File: config.mk
export PLATFORM = sky130hd
export DESIGN_NAME = ternary_fetch_sequencer
export DESIGN_NICKNAME = d
export VERILOG_FILES = /design/src/rtl/ternary_fetch_sequencer.sv
export SDC_FILE = /design/constraint.sdc
export NUM_CORES = 1
export LEC_CHECK = 0
export CORE_MARGIN = 5
export CORE_UTILIZATION = 46
export CTS_BUF_LIST = sky130_fd_sc_hd__clkbuf_4 sky130_fd_sc_hd__clkbuf_8 sky130_fd_sc_hd__clkbuf_16
export DETAILED_ROUTE_END_ITERATION = 10
export GPL_TIMING_DRIVEN = 0
export PLACE_DENSITY = 0.77
export SYNTH_ARGS = -nofsm -noshare
export SYNTH_HDL_FRONTEND = slang
export SYNTH_SLANG_ARGS = --single-unit
File: constraint.sdc
create_clock -name clk -period 2.6 [get_ports clk]
set_input_delay 0.39 -clock clk [delete_from_list [all_inputs] [get_ports clk]]
set_output_delay 0.39 -clock clk [all_outputs]
set_load 0.005 [all_outputs]
File: src/rtl/ternary_fetch_sequencer.sv
// Dual-bank SRAM read sequencer: sweeps both read ports in lockstep, absorbs the
// 1-cycle read latency and streams aligned {weight, input} pairs through a small FIFO.
module ternary_fetch_sequencer #(
    parameter int ADDR_WIDTH = 12,
    parameter int DATA_WIDTH = 24,
    parameter int LEN_WIDTH  = ADDR_WIDTH + 1,
    parameter int FIFO_DEPTH = 2
) (
    input  logic                  clk,
    input  logic                  rst_n,
    input  logic                  cmd_valid,
    output logic                  cmd_ready,
    input  logic [ADDR_WIDTH-1:0] cmd_base_a,
    input  logic [ADDR_WIDTH-1:0] cmd_base_b,
    input  logic [LEN_WIDTH-1:0]  cmd_len,
    output logic [ADDR_WIDTH-1:0] addr_a,
    output logic [ADDR_WIDTH-1:0] addr_b,
    input  logic [DATA_WIDTH-1:0] sram_dout_a,
    input  logic [DATA_WIDTH-1:0] sram_dout_b,
    output logic                  out_valid,
    input  logic                  out_ready,
    output logic [DATA_WIDTH-1:0] out_weight,
    output logic [DATA_WIDTH-1:0] out_input,
    output logic                  out_last,
    output logic                  busy,
    output logic                  done
);
    localparam int PTR_W = (FIFO_DEPTH > 1) ? $clog2(FIFO_DEPTH) : 1;
    localparam int CNT_W = $clog2(FIFO_DEPTH + 1);
    localparam int PAIR_W = 2 * DATA_WIDTH;

    typedef enum logic [1:0] {
        IDLE  = 2'd0,
        RUN   = 2'd1,
        DRAIN = 2'd2
    } state_t;

    state_t                state_q, state_d;
    logic [ADDR_WIDTH-1:0] addr_a_q, addr_a_d;
    logic [ADDR_WIDTH-1:0] addr_b_q, addr_b_d;
    logic [LEN_WIDTH-1:0]  issue_cnt_q, issue_cnt_d;
    logic [LEN_WIDTH-1:0]  pop_cnt_q, pop_cnt_d;
    logic                  inflight_q, inflight_d;
    logic                  done_q, done_d;
    logic [PAIR_W-1:0]     fifo_mem_q [FIFO_DEPTH];
    logic [PAIR_W-1:0]     fifo_mem_d [FIFO_DEPTH];
    logic [PTR_W-1:0]      wr_ptr_q, wr_ptr_d;
    logic [PTR_W-1:0]      rd_ptr_q, rd_ptr_d;
    logic [CNT_W-1:0]      fifo_count_q, fifo_count_d;

    logic                  push;
    logic                  pop;
    logic                  issue;
    logic [CNT_W:0]        credit_used;

    function automatic logic [PTR_W-1:0] ptr_next(input logic [PTR_W-1:0] p);
        return (p == PTR_W'(FIFO_DEPTH - 1)) ? '0 : p + PTR_W'(1);
    endfunction

    assign push       = inflight_q;
    assign out_valid  = (fifo_count_q != '0);
    assign pop        = out_valid & out_ready;
    assign out_weight = fifo_mem_q[rd_ptr_q][PAIR_W-1:DATA_WIDTH];
    assign out_input  = fifo_mem_q[rd_ptr_q][DATA_WIDTH-1:0];
    assign out_last   = out_valid & (pop_cnt_q == LEN_WIDTH'(1));
    assign addr_a     = addr_a_q;
    assign addr_b     = addr_b_q;
    assign cmd_ready  = (state_q == IDLE);
    assign busy       = (state_q != IDLE);
    assign done       = done_q;

    // Credit counts a slot as taken from issue until pop, so a read never lands on a full FIFO.
    assign credit_used = {1'b0, fifo_count_q} + (CNT_W+1)'(inflight_q) - (CNT_W+1)'(pop);

    always_comb begin
        state_d     = state_q;
        addr_a_d    = addr_a_q;
        addr_b_d    = addr_b_q;
        issue_cnt_d = issue_cnt_q;
        pop_cnt_d   = pop_cnt_q;
        done_d      = 1'b0;
        issue       = 1'b0;

        if (pop) begin
            pop_cnt_d = pop_cnt_q - LEN_WIDTH'(1);
        end

        case (state_q)
            IDLE: begin
                if (cmd_valid) begin
                    addr_a_d    = cmd_base_a;
                    addr_b_d    = cmd_base_b;
                    issue_cnt_d = cmd_len;
                    pop_cnt_d   = cmd_len;
                    if (cmd_len == '0) begin
                        done_d = 1'b1;
                    end else begin
                        state_d = RUN;
                    end
                end
            end
            RUN: begin
                if (credit_used < (CNT_W+1)'(FIFO_DEPTH)) begin
                    issue       = 1'b1;
                    addr_a_d    = addr_a_q + ADDR_WIDTH'(1);
                    addr_b_d    = addr_b_q + ADDR_WIDTH'(1);
                    issue_cnt_d = issue_cnt_q - LEN_WIDTH'(1);
                    if (issue_cnt_q == LEN_WIDTH'(1)) begin
                        state_d = DRAIN;
                    end
                end
            end
            DRAIN: begin
                if (pop && (pop_cnt_q == LEN_WIDTH'(1))) begin
                    state_d = IDLE;
                    done_d  = 1'b1;
                end
            end
            default: state_d = IDLE;
        endcase

        inflight_d = issue;
    end

    always_comb begin
        fifo_mem_d   = fifo_mem_q;
        wr_ptr_d     = wr_ptr_q;
        rd_ptr_d     = rd_ptr_q;
        fifo_count_d = fifo_count_q + CNT_W'(push) - CNT_W'(pop);
        if (push) begin
            fifo_mem_d[wr_ptr_q] = {sram_dout_a, sram_dout_b};
            wr_ptr_d             = ptr_next(wr_ptr_q);
        end
        if (pop) begin
            rd_ptr_d = ptr_next(rd_ptr_q);
        end
    end

    always_ff @(posedge clk or negedge rst_n) begin
        if (!rst_n) begin
            state_q      <= IDLE;
            addr_a_q     <= '0;
            addr_b_q     <= '0;
            issue_cnt_q  <= '0;
            pop_cnt_q    <= '0;
            inflight_q   <= 1'b0;
            done_q       <= 1'b0;
            wr_ptr_q     <= '0;
            rd_ptr_q     <= '0;
            fifo_count_q <= '0;
            for (int i = 0; i < FIFO_DEPTH; i++) begin
                fifo_mem_q[i] <= '0;
            end
        end else begin
            state_q      <= state_d;
            addr_a_q     <= addr_a_d;
            addr_b_q     <= addr_b_d;
            issue_cnt_q  <= issue_cnt_d;
            pop_cnt_q    <= pop_cnt_d;
            inflight_q   <= inflight_d;
            done_q       <= done_d;
            wr_ptr_q     <= wr_ptr_d;
            rd_ptr_q     <= rd_ptr_d;
            fifo_count_q <= fifo_count_d;
            fifo_mem_q   <= fifo_mem_d;
        end
    end

    fifo_no_overflow: assert property (@(posedge clk) disable iff (!rst_n)
        !(push && !pop && (fifo_count_q == CNT_W'(FIFO_DEPTH))));

endmodule

# After elaboration in Yosys (flattened, before gate mapping)
# Index checks and enable logic that the tools add are counted.
# op_classes
reduce_logical	9
n_lt_le_gt_ge	4
eq_ne	9
mux	32
bitwise_logic	4
addsub	10
# ops
cell	count
2-to-1 mux 48 bit	4
bitwise mux 96 bit	1
2-to-1 mux 13 bit	5
demux 48 bit (select 1 bit)	1
2-to-1 mux 12 bit	4
one-hot mux 12 bit (2 select lines)	2
equality test 13 x 1 -> 1 bit (second input constant)	2
one-hot mux 13 bit (2 select lines)	1
subtractor 13 x 1 -> 13 bit (second input constant)	2
adder 12 x 1 -> 12 bit (second input constant)	2
logical NOT 13 bit	1
2-to-1 mux 2 bit	5
inequality test 2 bit (second input constant)	5
2-to-1 mux 1 bit	7
one-hot mux 2 bit (3 select lines)	1
nonzero test 2 bit	3
AND reduction 5 bit	1
>= comparator 2 bit (second input constant)	2
inverter 1 -> 2 bit	2
adder 2 x 1 -> 3 bit	1
less-than comparator 3 x 2 -> 1 bit (second input constant)	1
AND reduction 3 bit	1
subtractor 3 x 1 -> 3 bit	1
adder 1 bit (second input constant)	2
other kinds (9)	11
# word_totals
inputBits	89
regBits	154
word_cells	80

# Longest topological paths before layout
# Gate-level depths: netlist of run 1.
# logic_depth
depth_word	6
depth_mapped	10

# Worst setup path before layout of run 1
# Ideal clock, no wire load.
# synth_path
path_type	register -> register
startpoint	reg fifo_count_q[1]
endpoint	reg issue_cnt_q[11]
n_path_buf	1
stages_incl_launch_ff	10
slack_ns	0.173
t_arrival_ns	2.333
period_less_slack_ns	2.427
cell_sequence	dfrtp_1 -> nand3_1 -> o21ai_0 -> ha_1 -> fa_1 -> nor3b_1 -> a21o_1 -> clkbuf_1 -> o21ai_0 -> a211oi_1
# synth_via
elab_chain_len	6
word_cells_on_any_way	7
# synth_lines
element	line	source
start, declared	49	logic [CNT_W-1:0] fifo_count_q, fifo_count_d;
start signal, assigned	164	fifo_count_q <= fifo_count_d;
parallel branches: the longest is 2 deep, another holds adder 2 x 1 -> 3 bit	-	
subtractor 3 x 1 -> 3 bit (*)	73	assign credit_used = {1'b0, fifo_count_q} + (CNT_W+1)'(inflight_q) - (CNT_W+1)'(pop);
via credit_used[1]	54	logic [CNT_W:0] credit_used;
less-than comparator 3 x 2 -> 1 bit (*)	103	if (credit_used < (CNT_W+1)'(FIFO_DEPTH)) begin
inequality test 2 bit (no source line) (*)	-	
AND reduction 3 bit (no source line) (*)	-	
end signal, assigned	158	issue_cnt_q <= issue_cnt_d;
end, declared	41	logic [LEN_WIDTH-1:0] issue_cnt_q, issue_cnt_d;
# Mark *: on every way through the listed nets, which the timed path passes.
# A chain may end at the register's enable or synchronous reset.

# Worst setup path in the final report of run 1
# layout_path
startpoint	reg pop_cnt_q[1]
endpoint	out out_last
# layout_via
elab_chain_len	2
# layout_lines
element	line	source
start, declared	42	logic [LEN_WIDTH-1:0] pop_cnt_q, pop_cnt_d;
start signal, assigned	159	pop_cnt_q <= pop_cnt_d;
equality test 13 x 1 -> 1 bit	65	assign out_last = out_valid & (pop_cnt_q == LEN_WIDTH'(1));
bitwise AND 1 bit	65	
end, declared	24	output logic out_last,
# Every way passes these cells.

==> impl_results.md, run 1 <==
* Run status: finished clean
* Design internal power at 0.00886 W
* Global-route wire length before repair at 31,900 um
* Yosys cell types at 54
* Iter 0 DRT Violations at 282
* Initial cell density of the core at 47.0%
* Clock tree from TritonCTS: built
* DP Area at 9420 sq um
* Max-cap violations at 0
* Total number of yosys warnings at 0
* Finished Core Util at 64.2%
* Via count of the first global-routing pass at 6,365
* Post-Place Cells at 1,025
* CP Data Arrival Time at 2.17 ns
* Combinational Power Share at 47.9%
* Total Power Consumption at 0.0135 W
* Detailed-routing iteration count for the pre-antenna-repair pass at 5
* Chip Width at 137 um
* Final period demand of the worst path at 2.56 ns
* Commonest register cell after synthesis: dfrtp_1
* Die Footprint at 18,900 sq um
* End of the critical path: out_last
* Power Dens Cells at 1320 nW/um^2
* Worst skew pair latency at 0.43 ns
* Final standard cell count with taps included and fillers excluded at 1,065
* Drt via density at 5.63
* Layout area overhead at 36.5%
* Share of cells above drive strength 1 at 25.6%
* Avg Inst Size Synth at 11.6 sq um
* Top cell type's share of synthesized area at 51.6%
* Detail Route Antenna Nets at 0
* H-Tree Level Count at 4
* Nets@finish at 932
* Clock power share at 18.8%
* Sequential fraction of design power at 33.3%
* Most area-hungry cell type in the Yosys netlist: dfrtp_1
* Startpoint Class: flop
* Static leakage at 4.16 nW
* Proportion of synthesized chip area in sequential cells at 51.6%
* Worst max-slew margin expressed relative to the limit at 46.2%
* Number of synthesized register bits at 154
* Biggest fanout along the worst timing path at 2
* Congestion Overflow GR at 0
* Post-Syn Area at 7460 sq um
* Residual DRC at 0
* Die Y-Extent at 137 um
* Average wire length per cell after detail routing at 19.0 um
* Endpoints failing hold at 0
* Clock root cell: clkbuf_16
* Biggest area contributors in the synthesized netlist: dfrtp_1 (52%), mux2_2 (22%), o21ai_0 (2.7%)
* Longest Clk Path Bufs at 2
* Number of rows in the core area at 46
* Final weighted congestion in routability-driven placement at 0.874
* Largest net degree at the start of global routing at 88
* Hold slack at 0.0359 ns
* Net Count, Synth at 740
* Category of the most critical setup path: flop to output port
* Switching portion of total power at 34.3%
* Power dissipated by switching net loads at 0.00462 W
* Critical path endpoint category: output port
* Total length of routed wires at 20,200 um
* Register-to-register setup slack at 0.18 ns
* Antenna violations before repair at 1
* Max rail drop VDD at 0.000619 V
* Number of flops mapped to enable cells by yosys at 0
* Worst reg2reg startpoint: fifo_count_q[1]$_DFF_PN0_
* FF-to-FF path depth at 10
* Floorplan core area at 15,900 sq um
* Maximum clock skew at final layout at 0.0109 ns
* Area of all placed cells without fillers at 10,200 sq um
* Global routing usage summed across all routing layers at 21.6%
* Launching instance or port of the critical path: pop_cnt_q[1]$_DFF_PN0_
* Final setup violating endpoints at 0
* CTS clock-pin slew for the worst setup and hold paths at 0.06 ns
* Min-Delay Path Class: input pin to asynchronous set/reset pin
* DR vias at 6,001
* Data required time of the worst path at 2.21 ns
* Detailed-placement wirelength estimate at 14,600 um
* Part of the cycle the worst path needs at 98.4%
* Pins Over Slew Limit at 0
* Port Buffer Count at 165
* Capture instance of the worst register-to-register path: addr_a[8]$_DFFE_PN0P_
* Number of standard cells after synthesis at 643
* Highest clock rate at 391 MHz
* Clock sink count at 154
* Slew at the pin with the worst max-slew slack at 0.806 ns
* TritonCTS buffer count at 17
* Unrepaired setup endpoints after global routing: true
* Share of async-settable or async-resettable flops after synthesis at 100%
* Boundary Pins at 166
[worst min-delay path by stage]
stage	end	depth (start not counted)	slack, ns
2_1_floorplan	addr_a[0]$_DFFE_PN0P_	0	0.09
3_3_place_gp	wr_ptr_q$_DFFE_PN0P_	1	0.48
3_5_place_dp	wr_ptr_q$_DFFE_PN0P_	1	0.48
4_1_cts	fifo_mem_q[41]$_DFFE_PN0P_	1	0.06
5_1_grt	fifo_mem_q[83]$_DFFE_PN0P_	1	0.10
6_report	fifo_mem_q[83]$_DFFE_PN0P_	1	0.04
[flip-flops by register name (all words and copies together), names as in the netlist]
name and count:
addr_a 12, addr_b 12, done 1, fifo_count_q 2, fifo_mem_q 96, inflight_q 1
issue_cnt_q 13, pop_cnt_q 13, rd_ptr_q 1, state_q 2, wr_ptr_q 1
[power by group through the flow]
| stage | clock network, W | registers, W | logic (W) |
|---|---|---|---|
| 6_report | 0.00254 | 0.00449 | 0.00645 |
| 2_1_floorplan | 0 | 0.00424 | 0.00347 |
| 4_1_cts | 0.00258 | 0.00447 | 0.00630 |
| 3_3_place_gp | 0 | 0.00438 | 0.00588 |
| 5_1_grt | 0.00268 | 0.00465 | 0.00702 |
| 3_5_place_dp | 0 | 0.00449 | 0.00605 |
[per-layer routing]
layer	vias up	part of all wire, %	track usage (%)
met5	-	0	0
met4	0	2.7	7.71
met3	44	7.3	5.92
met2	240	48	36.0
met1	2962	42	27.0
li1	2755	-	-
[through the flow]
stage	worst slack, ns	setup TNS (ns)
global placement	-4.82	-760.91
global route	-0.0444	-0.0452
finish	0.0426	0
floorplan	0.173	0
detailed placement	-0.785	-23.79
CTS	-0.0611	-0.0677
[cells in the mapped netlist, drive strengths merged (5+ instances only)]
cell type / instances
inv: 11
nor2: 27
xor2: 6
nand4: 5
nor3: 15
dfrtp: 154
nor4: 10
nand3: 9
o22ai: 9
and4: 7
xnor2: 7
a21oi: 34
nand2: 36
clkbuf: 27
or4: 5
ha: 7
buf: 10
o21ai: 41
a211oi: 5
mux2: 145
and3: 12
or3: 6
a31oi: 5
[cell families (layout without fill, tap and decap cells)]
kind of cell,Yosys count,count (layout),synth area share (%)
other,0,1,0
and+or+nand+nor,150,150,10.7
AOI/OAI and AO/OA,123,123,10.0
muxes,147,147,22.1
DFF,154,154,51.6
buffers and inverters,48,253,2.48
adders and majority gates,8,8,1.44
xor gates and xnor gates,13,13,1.53
[worst max-delay path: stages, from the launching register on]
cell and delay, ns:
dfrtp_1 0.39, inv_2 0.08, ha_4 0.12, or4b_4 0.45, or4_4 0.44, a21oi_2 0.11
buf_2 0.14
[area by class of cell]
type / instances / area, sq um
clock buffers: 18 / 433
inverters: 11 / 41.3
repair buffers: 173 / 1750
clock inverters: 14 / 173
well taps: 216 / 270
multi-input cells: 441 / 3480
fillers: 1251 / 5690
diodes: 1 / 2.50
plain buffers: 37 / 190
flip-flops and latches: 154 / 3860
[cells in the final DEF (no fill, tap or decap), drive strengths merged, types with 6 or more instances in the layout]
master / Yosys / final
buf: 10 / 24
or3: 6 / 6
nand3: 9 / 9
dfrtp: 154 / 154
o22ai: 9 / 9
clkinv: 0 / 8
a21oi: 34 / 34
xnor2: 7 / 7
nor4: 10 / 10
and4: 7 / 7
xor2: 6 / 6
clkbuf: 27 / 41
nor3: 15 / 15
ha: 7 / 7
nand2: 36 / 36
o21ai: 41 / 41
and3: 12 / 12
mux2: 145 / 145
clkdlybuf4s50: 0 / 163
nor2: 27 / 27
inv: 11 / 12
[timing repair]
action,in CTS,in global routing
hold buffers,0,0
buffers inserted,4,2
cloned,0,1
gates resized for setup,27,22
pin swaps,2,5
endpoints found under the setup margin,58,38
No activity file was read; power rests on OpenSTA's default activity.
==> run 2: changes to the inputs <==
--- a/config.mk
+++ b/config.mk
@@ -5,12 +5,14 @@
 export SDC_FILE = /design/constraint.sdc
 export NUM_CORES = 1
 export LEC_CHECK = 0
+export CAP_MARGIN = 5
 export CORE_MARGIN = 5
-export CORE_UTILIZATION = 46
+export CORE_UTILIZATION = 51
 export CTS_BUF_LIST = sky130_fd_sc_hd__clkbuf_4 sky130_fd_sc_hd__clkbuf_8 sky130_fd_sc_hd__clkbuf_16
+export CTS_CLUSTER_DIAMETER = 200
 export DETAILED_ROUTE_END_ITERATION = 10
 export GPL_TIMING_DRIVEN = 0
-export PLACE_DENSITY = 0.77
+export PLACE_DENSITY = 0.81
 export SYNTH_ARGS = -nofsm -noshare
 export SYNTH_HDL_FRONTEND = slang
 export SYNTH_SLANG_ARGS = --single-unit
==> constraint.sdc (replaced) <==
create_clock -name clk -period 2.8 [get_ports clk]
set_input_delay 0.42 -clock clk [delete_from_list [all_inputs] [get_ports clk]]
set_output_delay 0.42 -clock clk [all_outputs]
set_load 0.005 [all_outputs]
==> run 2 against run 1 <==
First-iteration DRC count increased by 63%. Cell area fell by 0.97%. Critical path type unchanged. Setup slack better by 0.075 ns. Largest power group unchanged. Cell count is 3.6% lower. Non-clock buffer count decreased by 3.
==> impl_results.md, run 2 (same netlist as run 1, synthesis figures left out) <==
* Share of cells above drive strength 1 at 23.8% (was 25.6%)
* Switching portion of total power at 33.7% (was 34.3%)
* Die Footprint at 17,200 sq um (was 18,900 sq um)
* Static leakage at 4.14 nW (was 4.16 nW)
* Category of the most critical setup path: flop to output port (unchanged)
* Min-Delay Path Class: flop to flop (was input pin to asynchronous set/reset pin)
* Endpoints failing hold at 0 (unchanged)
* Run status: finished clean (unchanged)
* Worst max-slew margin expressed relative to the limit at 50.7% (was 46.2%)
* DR vias at 6,079 (was 6,001)
* Number of fill cells in the layout at 1,015 (was 1,251)
* Largest net degree at the start of global routing at 91 (was 88)
* Detailed-routing iteration count for the pre-antenna-repair pass at 5 (unchanged)
* Largest registers: fifo_mem_q x96, issue_cnt_q x13, pop_cnt_q x13 (unchanged)
* Startpoint Class: flop (unchanged)
* Critical path endpoint category: output port (unchanged)
* Final setup violating endpoints at 0 (unchanged)
* Longest Clk Path Bufs at 2 (unchanged)
* Clock root cell: clkbuf_16 (unchanged)
* Top library cells by usage in the layout, fill and taps aside: clkdlybuf4s50_1 (163), dfrtp_1 (154), mux2_2 (145) (was clkdlybuf4s50_1 (163), dfrtp_1 (152), mux2_2 (145))
* Slew at the pin with the worst max-slew slack at 0.736 ns (was 0.806 ns)
* Number of rows in the core area at 44 (was 46)
* Via count of the first global-routing pass at 6,408 (was 6,365)
* Total length of routed wires at 20,100 um (was 20,200 um)
* Max-cap violations at 0 (unchanged)
* Area of the multi-input gates at 3460 sq um (was 3480 sq um)
* Maximum clock skew at final layout at 0.00747 ns (was 0.0109 ns)
* Layout area overhead at 35.2% (was 36.5%)
* Floorplan core area at 14,400 sq um (was 15,900 sq um)
* Register bank with the most flops: fifo_mem_q (unchanged)
* Biggest fanout along the worst timing path at 10 (was 2)
* Final period demand of the worst path at 2.68 ns
* # diodes at 0 (was 1)
* Most common cell after layout, fill and taps aside: clkdlybuf4s50_1 (unchanged)
* Initial cell density of the core at 51.8% (was 47.0%)
* Final standard cell count with taps included and fillers excluded at 1,027 (was 1,065)
* Chip Width at 131 um (was 137 um)
* TritonCTS buffer count at 17 (unchanged)
* Iter 0 DRT Violations at 460 (was 282)
* H-Tree Level Count at 4 (unchanged)
* Antenna violations before repair at 0 (was 1)
* Clock sink count at 154 (unchanged)
* Register-to-register setup slack at 0.16 ns (was 0.18 ns)
* Flip-flop count of the largest register, all copies and words added at 96 (unchanged)
* Global-route wire length before repair at 32,000 um (was 31,900 um)
* Post-Place Cells at 993 (was 1,025)
* Port Buffer Count at 165 (unchanged)
* Power Dens Cells at 1240 nW/um^2 (was 1320 nW/um^2)
* Power dissipated by switching net loads at 0.00422 W (was 0.00462 W)
* CP Data Arrival Time at 2.26 ns (was 2.17 ns)
* Cell depth of the worst min-delay path at 1
* Average wire length per cell after detail routing at 19.6 um (was 19.0 um)
* Combinational Power Share at 46.8% (was 47.9%)
* Drt via density at 5.92 (was 5.63)
* Sequential fraction of design power at 33.3% (about the same)
* FF-to-FF path depth at 10 (unchanged)
* CTS clock-pin slew for the worst setup and hold paths at 0.06 ns (about the same)
* Max rail drop VDD at 0.000594 V (was 0.000619 V)
* Area occupied by registers at 3850 sq um (was 3860 sq um)
* Pins Over Slew Limit at 0 (unchanged)
* Congestion Overflow GR at 0 (unchanged)
* Global routing usage summed across all routing layers at 23.7% (was 21.6%)
* Data required time of the worst path at 2.38 ns (was 2.21 ns)
* Highest clock rate at 373 MHz
* Boundary Pins at 166 (unchanged)
* Clock tree from TritonCTS: built (unchanged)
* Nets@finish at 929 (was 932)
* Hold slack at 0.492 ns (was 0.0359 ns)
* Part of the cycle the worst path needs at 95.8%
* Final weighted congestion in routability-driven placement at 0.921 (was 0.874)
* Clock power share at 19.9% (was 18.8%)
* Detail Route Antenna Nets at 0 (unchanged)
* Design internal power at 0.00829 W (was 0.00886 W)
* Detailed-placement wirelength estimate at 14,300 um (was 14,600 um)
* Worst skew pair latency at 0.43 ns (about the same)
* Die Y-Extent at 131 um (was 137 um)
* Residual DRC at 0 (unchanged)
run 2: cell type report:
class / instances / area share (%)
multi-input cells: 441 / 34.3
clock inverters: 8 / 1.69
inverters: 11 / 0.409
flip-flops and latches: 154 / 38.2
repair buffers: 170 / 16.9
clock buffers: 22 / 4.59
well taps: 184 / 2.28
plain buffers: 37 / 1.64
run 2: critical path: stages (launching register included):
cell and delay, ns:
dfrtp_1 0.39, buf_1 0.55, mux2_2 0.42, clkdlybuf4s50_1 0.47
run 2: metal layers:
layer | global-route usage, % | vias to the layer above | wire length, um | share of wire (%)
met5 | 0 | - | 0 | 0
met4 | 9.50 | 0 | 467 | 2.3
met3 | 6.46 | 56 | 1610 | 8.0
met2 | 38.7 | 279 | 9770 | 49
met1 | 30.1 | 2990 | 8280 | 41
li1 | - | 2754 | - | -
run 2: repair_timing:
| item | 4_1_cts | 5_1_grt |
|---|---|---|
| hold endpoints to repair | 7 | 0 |
| setup buffers | 0 | 3 |
| resized for setup | 8 | 24 |
| hold buffers | 1 | 0 |
| setup endpoints to repair | 29 | 37 |
| pin swaps | 0 | 2 |
run 2: worst paths after layout:
| kind | start | endpoint |
|---|---|---|
| worst max-delay path | rd_ptr_q$_DFFE_PN0P_ | out_weight[17] |
| max in group asynchronous | rst_n | pop_cnt_q[7]$_DFF_PN0_ |
| worst max register to register | fifo_count_q[0]$_DFF_PN0_ | addr_a[2]$_DFFE_PN0P_ |
| worst min register to register | wr_ptr_q$_DFFE_PN0P_ | wr_ptr_q$_DFFE_PN0P_ |
| min in group asynchronous | rst_n | fifo_mem_q[29]$_DFFE_PN0P_ |
| worst min-delay path | wr_ptr_q$_DFFE_PN0P_ | wr_ptr_q$_DFFE_PN0P_ |
run 2: power by group through the flow:
stage / sequential, W / combinational (W) / clock [W]
final: 0.00416 / 0.00586 / 0.00249
after global routing: 0.00430 / 0.00634 / 0.00261
after CTS: 0.00414 / 0.00572 / 0.00253
after detailed placement: 0.00416 / 0.00563 / 0
after global placement: 0.00406 / 0.00544 / 0
after floorplan: 0.00394 / 0.00322 / 0
run 2: per-stage QoR:
step	setup slack [ns]	TNS (ns)	total power (W)	util (%)	area, sq um
final	0.118	0	0.0125	70.0	10100
after global routing	-0.0141	-0.0141	0.0133	70.0	10100
after CTS	0.00185	0	0.0124	69.5	10000
after detailed placement	-0.602	-15.93	0.00979	65.0	9380
after global placement	-4.62	-723.06	0.00950	64.8	9350
after floorplan	0.373	0	0.00716	-	7460
==> run 3: changes to the inputs <==
--- a/config.mk
+++ b/config.mk
@@ -13,6 +13,7 @@
 export DETAILED_ROUTE_END_ITERATION = 10
 export GPL_TIMING_DRIVEN = 0
 export PLACE_DENSITY = 0.81
+export REMOVE_ABC_BUFFERS = 1
 export SYNTH_ARGS = -nofsm -noshare
 export SYNTH_HDL_FRONTEND = slang
 export SYNTH_SLANG_ARGS = --single-unit
==> run 3 against run 2 <==
Core utilization hardly changed. Sequential power grew 1%. Count of clock-buffer cells in the layout is 1 higher. Die area stayed put. Critical path depth rose by 7. First-iteration DRC count is 18% lower. Sequential cell count stayed put. Cell count decreased by 2.6%. Worst hold slack worse by 0.42 ns.
==> impl_results.md, run 3 (same netlist as run 1, synthesis figures left out) <==
* Global-route wire length before repair at 29,500 um (was 32,000 um)
* TritonCTS buffer count at 17 (unchanged)
* Floorplan core area at 14,400 sq um (unchanged)
* Slew at the pin with the worst max-slew slack at 1.25 ns (was 0.736 ns)
* Max-cap violations at 0 (unchanged)
* Die Footprint at 17,200 sq um (unchanged)
* Capture instance of the worst register-to-register path: addr_a[9]$_DFFE_PN0P_ (was addr_a[2]$_DFFE_PN0P_)
* Number of fill cells in the layout at 1,017 (was 1,015)
* Static leakage at 4.14 nW (about the same)
* Launching instance or port of the critical path: out_ready (was rd_ptr_q$_DFFE_PN0P_)
* Clock sink count at 154 (unchanged)
* Power Dens Cells at 1240 nW/um^2 (about the same)
* Clock root cell: clkbuf_16 (unchanged)
* Residual DRC at 0 (unchanged)
* Largest registers: fifo_mem_q x96, issue_cnt_q x13, pop_cnt_q x13 (unchanged)
* Endpoints failing hold at 0 (unchanged)
* Post-Place Cells at 960 (was 993)
* Global routing usage summed across all routing layers at 21.7% (was 23.7%)
* Biggest fanout along the worst timing path at 10 (unchanged)
* Worst slack at placement at -1.16 ns (was -0.602 ns)
* Most common cell after layout, fill and taps aside: clkdlybuf4s50_1 (unchanged)
* Final weighted congestion in routability-driven placement at 0.864 (was 0.921)
* Clock tree from TritonCTS: built (unchanged)
* Worst skew pair latency at 0.42 ns (was 0.43 ns)
* CTS Hold Bufs at 0 (was 1)
* Maximum clock skew at final layout at 0.00909 ns (was 0.00747 ns)
* Detail Route Antenna Nets at 0 (unchanged)
* Longest Clk Path Bufs at 2 (unchanged)
* DR vias at 5,881 (was 6,079)
* Startpoint Class: input pin (was flop)
* Via count of the first global-routing pass at 5,955 (was 6,408)
* Total length of routed wires at 18,800 um (was 20,100 um)
* CP Data Arrival Time at 3.06 ns (was 2.26 ns)
* DP Area at 9330 sq um (was 9380 sq um)
* Initial cell density of the core at 51.8% (unchanged)
* Drt via density at 5.88 (was 5.92)
* Register bank with the most flops: fifo_mem_q (unchanged)
* Worst max-slew margin expressed relative to the limit at 15.6% (was 50.7%)
* Min-Delay Path Class: input pin to asynchronous set/reset pin (was flop to flop)
* Share of cells above drive strength 1 at 25.9% (was 23.8%)
* Number of rows in the core area at 44 (unchanged)
* Area of all placed cells without fillers at 10,100 sq um (about the same)
* Antenna violations before repair at 0 (unchanged)
* Chip Width at 131 um (unchanged)
* Average wire length per cell after detail routing at 18.8 um (was 19.6 um)
* Pins Over Slew Limit at 0 (unchanged)
* FF-to-FF path depth at 10 (unchanged)
* Part of the cycle the worst path needs at 97.3% (was 95.8%)
* Detailed-routing iteration count for the pre-antenna-repair pass at 5 (unchanged)
* Run status: finished clean (unchanged)
* Final period demand of the worst path at 2.73 ns (was 2.68 ns)
* CTS clock-pin slew for the worst setup and hold paths at 0.06 ns (about the same)
* Nets@finish at 900 (was 929)
* Layout area overhead at 35.2% (about the same)
* Critical path endpoint category: flop (was output port)
* Die Y-Extent at 131 um (unchanged)
* Largest net degree at the start of global routing at 94 (was 91)
* Max rail drop VDD at 0.000591 V (was 0.000594 V)
* Category of the most critical setup path: input pin to flop (was flop to output port)
* Top library cells by usage in the layout, fill and taps aside: clkdlybuf4s50_1 (163), dfrtp_1 (152), mux2_2 (145) (was clkdlybuf4s50_1 (163), dfrtp_1 (154), mux2_2 (145))
* Data required time of the worst path at 3.13 ns (was 2.38 ns)
* # diodes at 0 (unchanged)
* Detailed-placement wirelength estimate at 12,600 um (was 14,300 um)
* Port Buffer Count at 165 (unchanged)
* Iter 0 DRT Violations at 378 (was 460)
* Final setup violating endpoints at 0 (unchanged)
* Flip-flop count of the largest register, all copies and words added at 96 (unchanged)
* Boundary Pins at 166 (unchanged)
* Worst reg2reg startpoint: fifo_count_q[0]$_DFF_PN0_ (unchanged)
* Register-to-register setup slack at 0.15 ns (was 0.16 ns)
* Worst path setup slack after routing at 0.0743 ns (was 0.118 ns)
* H-Tree Level Count at 4 (unchanged)
* Highest clock rate at 367 MHz (was 373 MHz)
* Final standard cell count with taps included and fillers excluded at 1,000 (was 1,027)
* Congestion Overflow GR at 0 (unchanged)
==> run 3: changes by cell type in the layout (fill, tap and decap cells not counted), moves of 4 or more <==
cell      before  now
clkbuf_1      21    0
buf_1          6    0
clkbuf_2       4    0
clkbuf_4       6    2
clkbuf_8       0    4
==> run 3: worst max-delay path: stages <==
cell and delay [ns]:
clkdlybuf4s50_1 0.56, nand3_2 0.13, o21ai_1 0.12, ha_2 0.22, fa_2 0.50, nor3b_4 0.34, buf_4 0.19, a21o_2 0.26
o22ai_1 0.13, nor3_1 0.18
==> run 3: worst max path at each step <==
stage	end	slack, ns
final	addr_a[9]$_DFFE_PN0P_	0.07
after global routing	addr_b[7]$_DFFE_PN0P_	-0.07
after CTS	addr_b[8]$_DFFE_PN0P_	-0.02
after detailed placement	issue_cnt_q[9]$_DFFE_PN0P_	-1.16
after global placement	pop_cnt_q[3]$_DFF_PN0_	-4.63
after floorplan	fifo_mem_q[48]$_DFFE_PN0P_	-0.31
==> run 3: stage by stage <==
stage | power, W | TNS [ns] | utilization [%] | hold WS (ns)
after floorplan | 0.00710 | -14.80 | - | 0.124
after CTS | 0.0122 | -0.0324 | 69.1 | 0.112
after detailed placement | 0.00972 | -29.33 | 64.7 | 0.488
after global routing | 0.0133 | -0.136 | 70.0 | 0.140
final | 0.0125 | 0 | 70.0 | 0.0742
after global placement | 0.00938 | -837.69 | 63.8 | 0.475
==> run 3: final cells by class <==
class | instances | area, sq um | share of cell area [%]
repair buffers | 176 | 1830 | 18.2
clock inverters | 9 | 113 | 1.12
inverters | 11 | 41.3 | 0.409
flip-flops and latches | 154 | 3860 | 38.2
clock buffers | 23 | 495 | 4.91
well taps | 184 | 230 | 2.28
multi-input cells | 443 | 3520 | 34.9
==> run 3: what timing repair did <==
item / CTS / global route
pin swaps: 1 / 2
setup endpoints to repair: 31 / 36
setup buffers: 0 / 4
gates resized for setup: 6 / 10
gates cloned: 1 / 3
==> run 3: power breakdown <==
part	total, W	internal (W)	switching, W
sequential	0.00421	0.00334	0.000872
clock	0.00233	0.00143	0.000899
combinational	0.00596	0.00350	0.00246
total	0.0125	0.00827	0.00423
==> run 3: routing by layer <==
metal	up-vias	wire length [um]	GRT usage [%]
li1	2691	-	-
met1	2909	7910	28.1
met2	251	9220	36.3
met3	30	1400	5.24
met4	0	313	6.96
met5	-	0	0
